==> src/rtl/pcm_reader.sv <==
// PCM frame reader: on each accepted sample tick, pulls 1/2/4 bytes from the
// audio FIFO and presents them as signed 16-bit left/right samples.
module pcm_reader #(
  parameter bit ZERO_ON_UNDERRUN = 1'b1
) (
  input  logic        clk,
  input  logic        rst,
  input  logic        enable,
  input  logic        sample_tick,
  input  logic        mode_16bit,
  input  logic        mode_stereo,
  input  logic [7:0]  fifo_rddata,
  input  logic        fifo_empty,
  output logic        fifo_rd_en,
  output logic [15:0] left_sample,
  output logic [15:0] right_sample,
  output logic        sample_valid,
  output logic        underrun,
  input  logic        underrun_clr
);

  localparam int unsigned BYTE_W   = 8;
  localparam int unsigned SAMPLE_W = 16;
  localparam int unsigned CNT_W    = 3;
  localparam int unsigned SLOTS    = 4;

  typedef enum logic [1:0] {
    S_IDLE  = 2'd0,
    S_FETCH = 2'd1,
    S_DONE  = 2'd2
  } state_t;

  state_t r_state;
  state_t w_next;

  logic              r_m16;
  logic              r_stereo;
  logic [CNT_W-1:0]  r_frame_len;
  logic [CNT_W-1:0]  r_issued;
  logic [CNT_W-1:0]  r_captured;
  logic              r_pending;
  logic [BYTE_W-1:0] r_slot [SLOTS];

  logic              w_accept;
  logic              w_abort;
  logic              w_last;
  logic              w_capture;
  logic [CNT_W-1:0]  w_len_in;
  logic [BYTE_W-1:0] w_bytes [SLOTS];
  logic [SAMPLE_W-1:0] w_left;
  logic [SAMPLE_W-1:0] w_right;

  // Frame length in bytes for the mode bits presented at the tick
  always_comb begin
    case ({mode_16bit, mode_stereo})
      2'b00:   w_len_in = CNT_W'(1);
      2'b01:   w_len_in = CNT_W'(2);
      2'b10:   w_len_in = CNT_W'(2);
      default: w_len_in = CNT_W'(4);
    endcase
  end

  assign w_accept  = (r_state == S_IDLE) && sample_tick && enable;
  assign w_abort   = (r_state == S_FETCH) && fifo_empty && (r_issued < r_frame_len);
  assign w_capture = (r_state == S_FETCH) && r_pending && !w_abort;
  assign w_last    = w_capture && (r_captured == (r_frame_len - CNT_W'(1)));

  // State register
  always_ff @(posedge clk) begin
    if (rst) begin
      r_state <= S_IDLE;
    end else begin
      r_state <= w_next;
    end
  end

  // Next state and read strobe
  always_comb begin
    w_next     = r_state;
    fifo_rd_en = 1'b0;
    case (r_state)
      S_IDLE: begin
        if (w_accept) w_next = S_FETCH;
      end
      S_FETCH: begin
        fifo_rd_en = !fifo_empty && (r_issued < r_frame_len);
        if (w_abort || w_last) w_next = S_DONE;
      end
      S_DONE: begin
        w_next = S_IDLE;
      end
      default: begin
        w_next = S_IDLE;
      end
    endcase
  end

  // Byte slots with the byte arriving this cycle merged in, so the final
  // capture and the output load share one edge
  always_comb begin
    for (int i = 0; i < SLOTS; i++) begin
      w_bytes[i] = r_slot[i];
    end
    w_bytes[r_captured[1:0]] = fifo_rddata;
  end

  // Slot-to-channel mapping; mono duplicates left onto right
  always_comb begin
    case ({r_m16, r_stereo})
      2'b00: begin
        w_left  = {w_bytes[0], 8'h00};
        w_right = {w_bytes[0], 8'h00};
      end
      2'b01: begin
        w_left  = {w_bytes[0], 8'h00};
        w_right = {w_bytes[1], 8'h00};
      end
      2'b10: begin
        w_left  = {w_bytes[1], w_bytes[0]};
        w_right = {w_bytes[1], w_bytes[0]};
      end
      default: begin
        w_left  = {w_bytes[1], w_bytes[0]};
        w_right = {w_bytes[3], w_bytes[2]};
      end
    endcase
  end

  // Datapath: mode latch, counters, byte capture, output load, underrun flag
  always_ff @(posedge clk) begin
    if (rst) begin
      r_m16        <= 1'b0;
      r_stereo     <= 1'b0;
      r_frame_len  <= '0;
      r_issued     <= '0;
      r_captured   <= '0;
      r_pending    <= 1'b0;
      left_sample  <= '0;
      right_sample <= '0;
      sample_valid <= 1'b0;
      underrun     <= 1'b0;
      for (int i = 0; i < SLOTS; i++) begin
        r_slot[i] <= '0;
      end
    end else begin
      sample_valid <= w_abort || w_last;
      r_pending    <= fifo_rd_en;

      if (w_accept) begin
        r_m16       <= mode_16bit;
        r_stereo    <= mode_stereo;
        r_frame_len <= w_len_in;
        r_issued    <= '0;
        r_captured  <= '0;
      end else begin
        if (fifo_rd_en) r_issued <= r_issued + CNT_W'(1);
        if (w_capture) begin
          r_slot[r_captured[1:0]] <= fifo_rddata;
          r_captured              <= r_captured + CNT_W'(1);
        end
      end

      if (w_last) begin
        left_sample  <= w_left;
        right_sample <= w_right;
      end else if (w_abort && ZERO_ON_UNDERRUN) begin
        left_sample  <= '0;
        right_sample <= '0;
      end

      // A new underrun outranks a simultaneous clear
      if (w_abort) begin
        underrun <= 1'b1;
      end else if (underrun_clr) begin
        underrun <= 1'b0;
      end
    end
  end

endmodule

==> config.mk <==
export PLATFORM = sky130hd
export DESIGN_NAME = pcm_reader
export DESIGN_NICKNAME = d
export VERILOG_FILES = /design/src/rtl/pcm_reader.sv
export SDC_FILE = /design/constraint.sdc
export NUM_CORES = 1
export LEC_CHECK = 0
export ABC_AREA = 1
export BUFFER_PORTS_ARGS = -buffer_cell sky130_fd_sc_hd__buf_4
export CAP_MARGIN = 20
export CORE_ASPECT_RATIO = 1.25
export CORE_MARGIN = 2
export CORE_UTILIZATION = 51
export DETAILED_ROUTE_END_ITERATION = 7
export PLACE_DENSITY_LB_ADDON = 0.1
export SYNTH_ARGS = -nofsm -noshare
export SYNTH_HDL_FRONTEND = slang
export SYNTH_SLANG_ARGS = --single-unit
==> constraint.sdc <==
create_clock -name clk -period 2.6 [get_ports clk]
set_clock_uncertainty 0.2 [all_clocks]
set_input_delay 0.39 -clock clk [delete_from_list [all_inputs] [get_ports clk]]
set_output_delay 0.39 -clock clk [all_outputs]
set_load 0.05 [all_outputs]
==> metrics <==
fin crit share=95.5%; Leak Pwr=just under 0.002 uW; Final min period=2.48 ns; Root Driver=clkbuf_8; Vert. Die Dim=104 um; Core ar.=around 7700 um2; CP endpoint kind=primary output; count leader, synth=nand3_1; post-route ant nets=0; Final Hold Vio Count=0; vias=3362; Die Span X=83.8 um; worst hold margin=a little under 0.08 ns; FP Rows=36; setup TNS after final layout=0 ns; TritonCTS clock tree=yes; gr ovfl total=0; vias in the first global route=3045; Post CTS Setup Buffer Count=0; Synth Register Bits=80; GR Util met3=3.98%; Clock Latency Late Sink=0.36 ns; CP Data Required Time=~2.0 ns; cell accounting for the most synthesized area=dfxtp_1; layout cells sized above 1=around 20%; Crit path max-delay family=buffers and inverters; Worst Setup Path Type=reg2out; initial antenna violation count=0; CP most frequent cell=inv_1; Post-synth top cells=nand3_1, a21oi_1, nand2_1, nor2_1, dfxtp_1; H-Tree Depth=3; MaxCap Viol Count=0; CP max stage cell=dfxtp_1; final instance area=4660 um2; Pre-antenna DRT Iters=5; GRT met2 Usage=roughly a third; Setup crit start kind=register; final non-filler cell total=628; Post-Syn Area=around 4100 um2; DP Cell Count=612; Slew HR=62.2%; initial core utilization=52.3%; clock tree buffer depth=2; DIE AREA=8680 um2; residual DRC count=0; Slew @ Worst Pin=between 0.5 and 0.6 ns; final net count=554; critical path cell sequence=inv_1, ha_1, a21oi_2, nand4_1, inv_1, buf_4; clk sink count=80; Power Dens Cells=556 nW/um2; ys async rst share=0%; Worst EP arrival=1.89 ns; synthesized net count=~510; placer congestion estimate=0.947; layout overhead on the synthesized area=14.9%; initial DRC count=274; IO buf count=50; RSZ-0062 raised after global routing=no; Synth Flop Type=dfxtp_1; CP Buf/Inv Count=3; area of placed instances=approximately 4400 um2; Mapped Cells=~500; critical-path maximum fanout=5; Hold WC Path Type=in2reg; Overall Power=2590 uW; Slew Viols, Final=0; Worst path max stage delay=0.35 ns; part of the Yosys area used for sequential elements=47.4%; Mapped Avg Cell Area=around 8.3 um2; largest net degree at the start of global routing=38; Peak VDD IR=0.383 mV; Achievable Freq=403 MHz; Setup-failing EPs final=0; I/O pin cnt=51; clk slew on worst S/H paths=0.09 ns; Yosys Warn Count=0; first-pass GRT wire length=15400 um; placed wire-length estimate=just under 7000 um; drt wl/cell=roughly 15 um; Post-synth EDFFs=32; Distinct cells, synth=33; Synth area leaders=dfxtp_1, edfxtp_1, nand3_1, a21oi_1, o21ai_0; DR vias/cell=5.35; GRT busiest layer=met2; TritonCTS buffer count=9; status=complete, no violations; DRT Wirelength=about 9400 um; met1 Use GR=31.2%; Yosys top cell area share=23.7%; Ant. Diodes=0; Overall Global Routing Usage=22.3%
[timing repair]
item	CTS	global route
setup endpoints to repair	0	9
hold buffers	0	0
resized for setup	0	2
[where the power goes]
| part | internal, uW | switching [uW] |
|---|---|---|
| logic | 70.6 | 158 |
| clock network | 542 | 483 |
| registers | 1330 | 12.9 |
| total | 1940 | 654 |
[layer usage]
layer | routed length (um) | share of wire (%)
met2 | 4380 | 47
met1 | 4300 | 46
met4 | 200 | 2.1
met5 | 0 | 0
met3 | 516 | 5.5
[per-stage QoR]
stage          setup WS (ns)  util, %
3_3_place_gp           0.288     57.2
6_report               0.116     60.2
4_1_cts               0.0149     60.0
5_1_grt              0.00201     60.2
2_1_floorplan          0.344        -
3_5_place_dp           0.214     57.2
[logic make-up after synthesis]
group	Yosys count	share of synthesized area, %
compound gates	120	15.6
fa+ha+maj	10	3.09
simple gates	201	25.0
flops	80	47.4
buf+inv	75	8.95
[state kept, by name, summed over array words and instances, names as in the netlist]
register and cells:
r_state 2, underrun 1, r_frame_len 3, r_stereo 1, sample_valid 1, r_pending 1, r_m16 1, left_sample 16
r_issued 3, right_sample 16, r_captured 3, r_slot 32
[worst register-to-register path: stages, from the launching register on]
cell and delay [ns]:
dfxtp_1 0.35, inv_1 0.07, ha_1 0.32, nand2_1 0.05
inv_1 0.06, nand2_2 0.06, nand3_4 0.09, nand2_4 0.06
inv_2 0.12, nand2_4 0.13, nor2_8 0.13, nand2_4 0.10
nand2_1 0.30
[final timing paths]
| kind | slack (ns) | start | end | cells after the start |
|---|---|---|---|---|
| max | 0.12 | r_frame_len[2] | fifo_rd_en | 6 |
| min | 0.08 | underrun_clr | underrun | 4 |
| max reg2reg | 0.23 | r_frame_len[2] | r_slot[0][3] | 12 |
| min reg2reg | 0.27 | underrun | underrun | 2 |
[layout make-up]
cell class | instances | area [um2]
Sequential cell | 80 | 1920
Multi-Input combinational cell | 331 | 1780
Tap cell | 95 | 119
Clock buffer | 9 | 124
Inverter | 47 | 176
Clock inverter | 7 | 93.8
Timing Repair Buffer | 59 | 443
Fill cell | 738 | 3090
[cells in the final DEF, fill, tap and decap left out, types with 4 or more instances in the layout]
cell and n:
a21oi_1 62, a21oi_2 8, buf_4 59, clkbuf_8 9
dfxtp_1 48, edfxtp_1 32, ha_1 10, inv_1 42
inv_2 4, nand2_1 54, nand2_4 5, nand3_1 71
nand3_2 5, nor2_1 52, o21ai_0 45
(Power assumes the default switching activity.)
